[config.mk]
export PLATFORM = sky130hd
export DESIGN_NAME = sar_dms_ctrl
export DESIGN_NICKNAME = d
export VERILOG_FILES = /design/src/rtl/sar_dms_ctrl.sv
export SDC_FILE = /design/constraint.sdc
export NUM_CORES = 1
export LEC_CHECK = 0
export CORE_UTILIZATION = 35
export DETAILED_ROUTE_END_ITERATION = 7
export PLACE_DENSITY = 0.56
export SLEW_MARGIN = 10
export SYNTH_ARGS = -nofsm -noshare
export SYNTH_HDL_FRONTEND = slang
export SYNTH_SLANG_ARGS = --single-unit
[constraint.sdc]
create_clock -name clk_i -period 3.4 [get_ports clk_i]
set_input_delay 0.68 -clock clk_i [delete_from_list [all_inputs] [get_ports clk_i]]
set_output_delay 0.68 -clock clk_i [all_outputs]
set_load 0.03 [all_outputs]
[src/rtl/sar_dms_ctrl.sv]
// Successive-approximation ADC controller: walks a trial code MSB to LSB, letting the
// DAC/comparator settle each bit, and publishes the final code with a one-cycle valid pulse.
module sar_dms_ctrl #(
    parameter int N_BITS     = 8,
    parameter int SETTLE_CYC = 2
) (
    input  logic              clk_i,
    input  logic              rst_ni,
    input  logic              start_i,
    input  logic              cmp_i,
    output logic [N_BITS-1:0] dac_o,
    output logic              busy_o,
    output logic              valid_o,
    output logic [N_BITS-1:0] data_o
);

    localparam int S     = SETTLE_CYC + 2;
    localparam int IDX_W = $clog2(N_BITS);
    localparam int CNT_W = $clog2(S + 1);

    localparam logic [IDX_W-1:0]  IDX_MSB  = IDX_W'(N_BITS - 1);
    localparam logic [IDX_W-1:0]  IDX_ONE  = IDX_W'(1);
    localparam logic [CNT_W-1:0]  CNT_LAST = CNT_W'(S - 1);
    localparam logic [CNT_W-1:0]  CNT_ONE  = CNT_W'(1);
    localparam logic [N_BITS-1:0] MSB_CODE = {1'b1, {(N_BITS-1){1'b0}}};

    typedef enum logic [1:0] {
        IDLE,
        SETTLE,
        DECIDE,
        DONE
    } state_t;

    state_t            state_q, state_d;
    logic [N_BITS-1:0] dac_q, dac_d;
    logic [N_BITS-1:0] data_q, data_d;
    logic [IDX_W-1:0]  idx_q, idx_d;
    logic [CNT_W-1:0]  cnt_q, cnt_d;
    logic              valid_q, valid_d;
    logic [1:0]        sync_q, sync_d;
    logic              cmp_s;
    logic [N_BITS-1:0] trial;

    // Two-flop synchronizer; the settle window of S >= 2 cycles absorbs its latency.
    assign sync_d = {sync_q[0], cmp_i};
    assign cmp_s  = sync_q[1];

    always_comb begin
        state_d = state_q;
        dac_d   = dac_q;
        data_d  = data_q;
        idx_d   = idx_q;
        cnt_d   = cnt_q;
        valid_d = 1'b0;
        trial   = dac_q;

        case (state_q)
            IDLE: begin
                dac_d = '0;
                if (start_i) begin
                    state_d = SETTLE;
                    dac_d   = MSB_CODE;
                    idx_d   = IDX_MSB;
                    cnt_d   = '0;
                end
            end
            SETTLE: begin
                if (cnt_q == CNT_LAST) begin
                    state_d = DECIDE;
                end else begin
                    cnt_d = cnt_q + CNT_ONE;
                end
            end
            DECIDE: begin
                if (!cmp_s) begin
                    trial[idx_q] = 1'b0;
                end
                if (idx_q != '0) begin
                    trial[idx_q - IDX_ONE] = 1'b1;
                    idx_d   = idx_q - IDX_ONE;
                    cnt_d   = '0;
                    state_d = SETTLE;
                end else begin
                    // Result and valid are registered together so both appear in DONE.
                    data_d  = trial;
                    valid_d = 1'b1;
                    state_d = DONE;
                end
                dac_d = trial;
            end
            DONE: begin
                state_d = IDLE;
                dac_d   = '0;
            end
            default: begin
                state_d = IDLE;
                dac_d   = '0;
            end
        endcase
    end

    always_ff @(posedge clk_i) begin
        if (!rst_ni) begin
            state_q <= IDLE;
            dac_q   <= '0;
            data_q  <= '0;
            idx_q   <= '0;
            cnt_q   <= '0;
            valid_q <= 1'b0;
            sync_q  <= '0;
        end else begin
            state_q <= state_d;
            dac_q   <= dac_d;
            data_q  <= data_d;
            idx_q   <= idx_d;
            cnt_q   <= cnt_d;
            valid_q <= valid_d;
            sync_q  <= sync_d;
        end
    end

    assign dac_o   = dac_q;
    assign data_o  = data_q;
    assign valid_o = valid_q;
    assign busy_o  = (state_q == SETTLE) || (state_q == DECIDE);

endmodule
==> flow_summary.json, run 1 <==
{
  "numCtsBuffers": 3,
  "critPathCaptureType": "primary output",
  "cts_tree": "built",
  "crit_type": "register to primary output",
  "max_freq_mhz": 406.1,
  "via_count": 1211,
  "layout_setup_ws_ns": 0.9373,
  "path_clk_slew_ns": 0.10,
  "setup_viol": 0,
  "synth.most_common_cell": "nand2_1",
  "fin_setup_tns_ns": 0,
  "dr.pass1.iters": 4,
  "ys.flop_type": "dfxtp_1",
  "crit_path_max_incr_delay_ns": 0.66,
  "post_cts_resized": 0,
  "wl_microns": 3114,
  "place_hpwl_microns": 2238,
  "min_path_type": "register to register",
  "syn-cell-area_sq_mm": 0.001398,
  "h-tree-depth": 1,
  "synth_cell_types": 38,
  "ant_nets": 0,
  "crit_chain": "inv_1 -> ha_1 -> clkdlybuf4s50_1",
  "post-route-period-util_pct": 72.43,
  "synth_top_area_share_pct": 38.68,
  "slew_headroom_pct": 62.52,
  "ys_warn_count": 0,
  "critPathBufInv": 2,
  "drc_errors": 0,
  "design.core.area_sq_mm": 0.003744,
  "gp_congestion": 0.8440,
  "antenna_found_initial": 0,
  "p_per_area_mw_per_mm2": 696.5,
  "die_h_microns": 65.19,
  "cts_root_buf": "clkbuf_8",
  "cp_max_fo": 6,
  "diodes": 0,
  "peakVddDrop_v": 0.0003181,
  "synthTopCellsByCount": "nand2_1 (28), dfxtp_1 (27), a21oi_1 (16)",
  "cts_sinks": 27,
  "syn-num-nets": 184,
  "syn_inst": 170,
  "cp-start-kind": "register",
  "worstMarginPinSlew_ns": 0.5615,
  "grt_usage_pct": 16.33,
  "crit_slowest_cell": "clkdlybuf4s50_1",
  "clockBufferDepth": 2,
  "netlist_top_cells_area": "dfxtp_1 (39%), ha_1 (9.0%), nand2_1 (7.5%), a21oi_1 (5.7%), nor2_1 (3.2%)",
  "drv_slew": 0,
  "cp_data_arrival_time_ns": 1.78,
  "die_x_microns": 65.19,
  "start_util_pct": 37.33,
  "avgSynthCellArea_sq_um": 8.221,
  "io_pins": 22,
  "ys_async_sr_fraction_pct": 0,
  "place_ws_ns": 1.092,
  "drtIter0Drc": 59,
  "row_count": 22,
  "status": "completed",
  "final_hold_viol_count": 0,
  "overflow": 0,
  "ys_ff_latch": 27,
  "wl_per_cell_microns": 13.31,
  "grt_pass1_vias": 1128,
  "grt_first_pass_wirelength_microns": 5319,
  "holdBufCountCts": 0,
  "power.leakage_uw": 0.0006007,
  "grt_setup_unrepaired": "false",
  "period_needed_ns": 2.463,
  "fin_nets": 201,
  "finalClockSkew_ns": 0.008896,
  "clock_latency_ns": 0.28,
  "cpLargestDelayFamily": "buffers and inverters",
  "post_cts_buffers": 0,
  "drive_above_1_share_pct": 5.376,
  "die-area_sq_mm": 0.004250,
  "cp.required_ns": 2.72,
  "maxCapViolCount": 0,
  "grt_max_degree": 18,
  "synth.yosys.seq_area_share_pct": 38.68,
  "port_buffers": 21,
  "syn_to_final_growth_pct": 19.43,
  "synth-edff-count": 0,
  "synth_top_cell_by_area": "dfxtp_1",
  "via_per_inst": 5.175
}
==> placed cells by master, fill, tap and decap left out, drive strengths merged, types with 3 or more instances in the layout <==
cell and count:
clkdlybuf4s50 21, nor3 5, inv 8, o21a 4, a31oi 3, o21ai 5
ha 10, nor2 13, clkbuf 4, nand2 28, nand3 4, nand2b 7
o22ai 3, a21oi 16, nor2b 4, dfxtp 27
==> routing by layer <==
| layer | wire length, microns | global-route usage (%) | vias up |
|---|---|---|---|
| met5 | 0 | 0 | - |
| met1 | 1564 | 21.70 | 561 |
| met4 | 47 | 7.880 | 0 |
| met3 | 103 | 2.431 | 5 |
| met2 | 1398 | 25.64 | 26 |
| li1 | - | - | 619 |
==> power by group <==
| part | switching, uW | internal [uW] | total, uW |
|---|---|---|---|
| combinational | 338 | 200 | 538 |
| sequential | 82.3 | 357 | 440 |
| clock | 101 | 84.1 | 185 |
| total | 521 | 642 | 1160 |
==> cell families (layout without fill, tap and decap cells) <==
family | Yosys count | after routing | synth area share [%]
muxes | 1 | 1 | 0.7162
buffers and inverters | 18 | 34 | 5.819
DFF | 27 | 27 | 38.68
adders and majority gates | 10 | 10 | 8.953
and+or+nand+nor | 72 | 72 | 25.87
AOI/OAI and AO/OA | 42 | 42 | 19.97
==> metrics by stage <==
stage	utilization, %	power [uW]	instances	hold slack [ns]	instance area (sq um)
finish	44.59	1162	234	0.4437	1669
global route	44.59	1256	234	0.4732	1669
CTS	44.59	1167	234	0.4493	1669
detailed placement	43.38	977.7	230	0.4273	1624
global placement	43.38	969.6	230	0.4160	1624
floorplan	-	857.5	170	0.4119	1398
==> sequential cells by signal, indices dropped and copies added (netlist names) <==
register / count
sync_q: 2
state_q: 2
dac_o: 8
idx_q: 3
cnt_q: 3
valid_o: 1
data_o: 8
==> final cells by class <==
cell class,instances,area (sq um)
inverters,8,30.03
repair buffers,22,217.7
flip-flops and latches,27,540.5
fillers,383,2074
well taps,48,60.06
multi-input cells,125,775.7
clock buffers,4,45.04
==> final timing paths <==
check,slack [ns],endpoint,start,depth (start not counted)
worst max-delay path,0.94,busy_o,state_q[0]$_SDFFE_PN0P_,3
worst min-delay path,0.44,sync_q[1]$_SDFF_PN0_,sync_q[0]$_SDFF_PN0_,1
worst max register to register,1.37,data_o[7]$_SDFFE_PN0P_,state_q[0]$_SDFFE_PN0P_,5
worst min register to register,0.44,sync_q[1]$_SDFF_PN0_,sync_q[0]$_SDFF_PN0_,1
Note: power is estimated with default switching activity, not from simulation.
==> run 2, diff against run 1 <==
==> constraint.sdc (replaced) <==
create_clock -name clk_i -period 2.35 [get_ports clk_i]
set_input_delay 0.47 -clock clk_i [delete_from_list [all_inputs] [get_ports clk_i]]
set_output_delay 0.47 -clock clk_i [all_outputs]
set_load 0.03 [all_outputs]
==> run 2 against run 1 <==
Clock skew decreased by 0.0044 ns. Final cell count up 1.7%. Routed wire length up 1.7%. First-iteration DRC count fell by 41%. Via count is 0.25% higher. Sequential share of layout area shrank 0.64 points. Clock-buffer cell count decreased by 1. Clock power grew 47%. Combinational power rose by 53%. Die area stayed put. Highest routed layer unchanged.
==> flow_summary.json, run 2 (synthesized netlist as in run 1, its figures left out) <==
{
  "status": "completed",
  "final_common_cell": "nand2_1",
  "row_count": 22,
  "slew_headroom_pct": 62.21,
  "path_clk_slew_ns": 0.09,
  "r2r_setup_slack_ns": 0.41,
  "min_path_type": "register to register",
  "cp_data_arrival_time_ns": 1.75,
  "drc_errors": 0,
  "grt_first_pass_wirelength_microns": 5533,
  "peakVddDrop_v": 0.0005897,
  "gp_congestion": 0.8318,
  "drive_above_1_share_pct": 7.895,
  "die-area_sq_mm": 0.004250,
  "power.leakage_uw": 0.0006191,
  "maxCapViolCount": 0,
  "r2r_cells": 6,
  "layout_setup_ws_ns": 0.1250,
  "worstHoldStart": "sync_q[0]$_SDFF_PN0_",
  "dr.pass1.iters": 4,
  "die_h_microns": 65.19,
  "port_buffers": 21,
  "via_count": 1214,
  "grt_max_degree": 18,
  "cp-start-kind": "register",
  "start_util_pct": 37.33,
  "place_hpwl_microns": 2366,
  "drtIter0Drc": 35,
  "grt_usage_pct": 16.83,
  "p_per_area_mw_per_mm2": 1004,
  "cts_sinks": 27,
  "post-route-period-util_pct": 94.68,
  "die_x_microns": 65.19,
  "syn_to_final_growth_pct": 21.84,
  "max_freq_mhz": 449.4,
  "nFillCells": 402,
  "crit_type": "register to primary output",
  "cp.required_ns": 1.88,
  "h-tree-depth": 1,
  "period_needed_ns": 2.225,
  "r2r_end": "dac_o[7]$_SDFFE_PN0P_",
  "worstMarginPinSlew_ns": 0.5660,
  "io_pins": 22,
  "cts_root_buf": "clkbuf_8",
  "most-common-layout-cells": "nand2_1 (28), dfxtp_1 (27), clkdlybuf4s50_1 (21)",
  "r2r_start": "idx_q[1]$_SDFFE_PN0P_",
  "critPathCaptureType": "primary output",
  "overflow": 0,
  "setup_viol": 0,
  "fin_setup_tns_ns": 0,
  "place_ws_ns": 0.4155,
  "clockBufferDepth": 2,
  "whs_ns": 0.4412,
  "grt_setup_unrepaired": "false",
  "grt_pass1_vias": 1200,
  "cp_max_fo": 6,
  "hold_end": "sync_q[1]$_SDFF_PN0_",
  "cts_tree": "built",
  "post_cts_resized": 0,
  "post_cts_buffers": 0,
  "drv_slew": 0,
  "design.core.area_sq_mm": 0.003744,
  "wl_per_cell_microns": 13.30,
  "fin_nets": 205,
  "clock_latency_ns": 0.27,
  "final_hold_viol_count": 0,
  "via_per_inst": 5.101,
  "wl_microns": 3166,
  "holdBufCountCts": 0,
  "ant_nets": 0,
  "numCtsBuffers": 3,
  "diodes": 0,
  "antenna_found_initial": 0,
  "holdPathStages": 1,
  "finalClockSkew_ns": 0.004485
}
[run 2: how the worst max path moves through the flow]
stage / from / cells after the start / slack, ns / end
2_1_floorplan: idx_q[0]$_SDFFE_PN0P_ / 8 / 0.56 / cnt_q[0]$_SDFFE_PN0P_
3_3_place_gp: state_q[0]$_SDFFE_PN0P_ / 3 / 0.46 / busy_o
3_5_place_dp: state_q[0]$_SDFFE_PN0P_ / 3 / 0.42 / busy_o
4_1_cts: state_q[0]$_SDFFE_PN0P_ / 3 / 0.11 / busy_o
5_1_grt: state_q[0]$_SDFFE_PN0P_ / 3 / 0.03 / busy_o
6_report: state_q[0]$_SDFFE_PN0P_ / 3 / 0.13 / busy_o
[run 2: per-stage QoR]
stage	power [uW]	util (%)	cell area [sq um]	std cells
final	1710	45.49	1703	238
after CTS	1714	45.49	1703	238
after global routing	1851	45.49	1703	238
after floorplan	1241	-	1398	170
after detailed placement	1440	44.18	1654	234
after global placement	1422	44.18	1654	234
[run 2: routing by layer]
metal | up-vias | routed length [microns] | GRT usage (%)
met1 | 562 | 1500 | 20.38
met3 | 2 | 118 | 4.167
met5 | - | 0 | 0
met4 | 0 | 19 | 3.261
li1 | 626 | - | -
met2 | 24 | 1527 | 29.90
[run 2: critical path, cell delays in order (launching register included)]
cell and delay (ns):
dfxtp_1 0.44, inv_1 0.11, ha_1 0.28, clkdlybuf4s50_1 0.66
[run 2: cell type report]
class	count	area (sq um)	share of cell area, %
clock inverters	1	7.507	0.4409
repair buffers	26	247.7	14.55
inverters	8	30.03	1.763
well taps	48	60.06	3.527
clock buffers	3	41.29	2.425
multi-input cells	125	775.7	45.55
flip-flops and latches	27	540.5	31.74
[run 2: where the power goes]
part | switching [uW] | internal (uW) | total (uW)
clock | 151 | 120 | 272
sequential | 98.7 | 517 | 616
combinational | 513 | 309 | 822
total | 763 | 947 | 1710
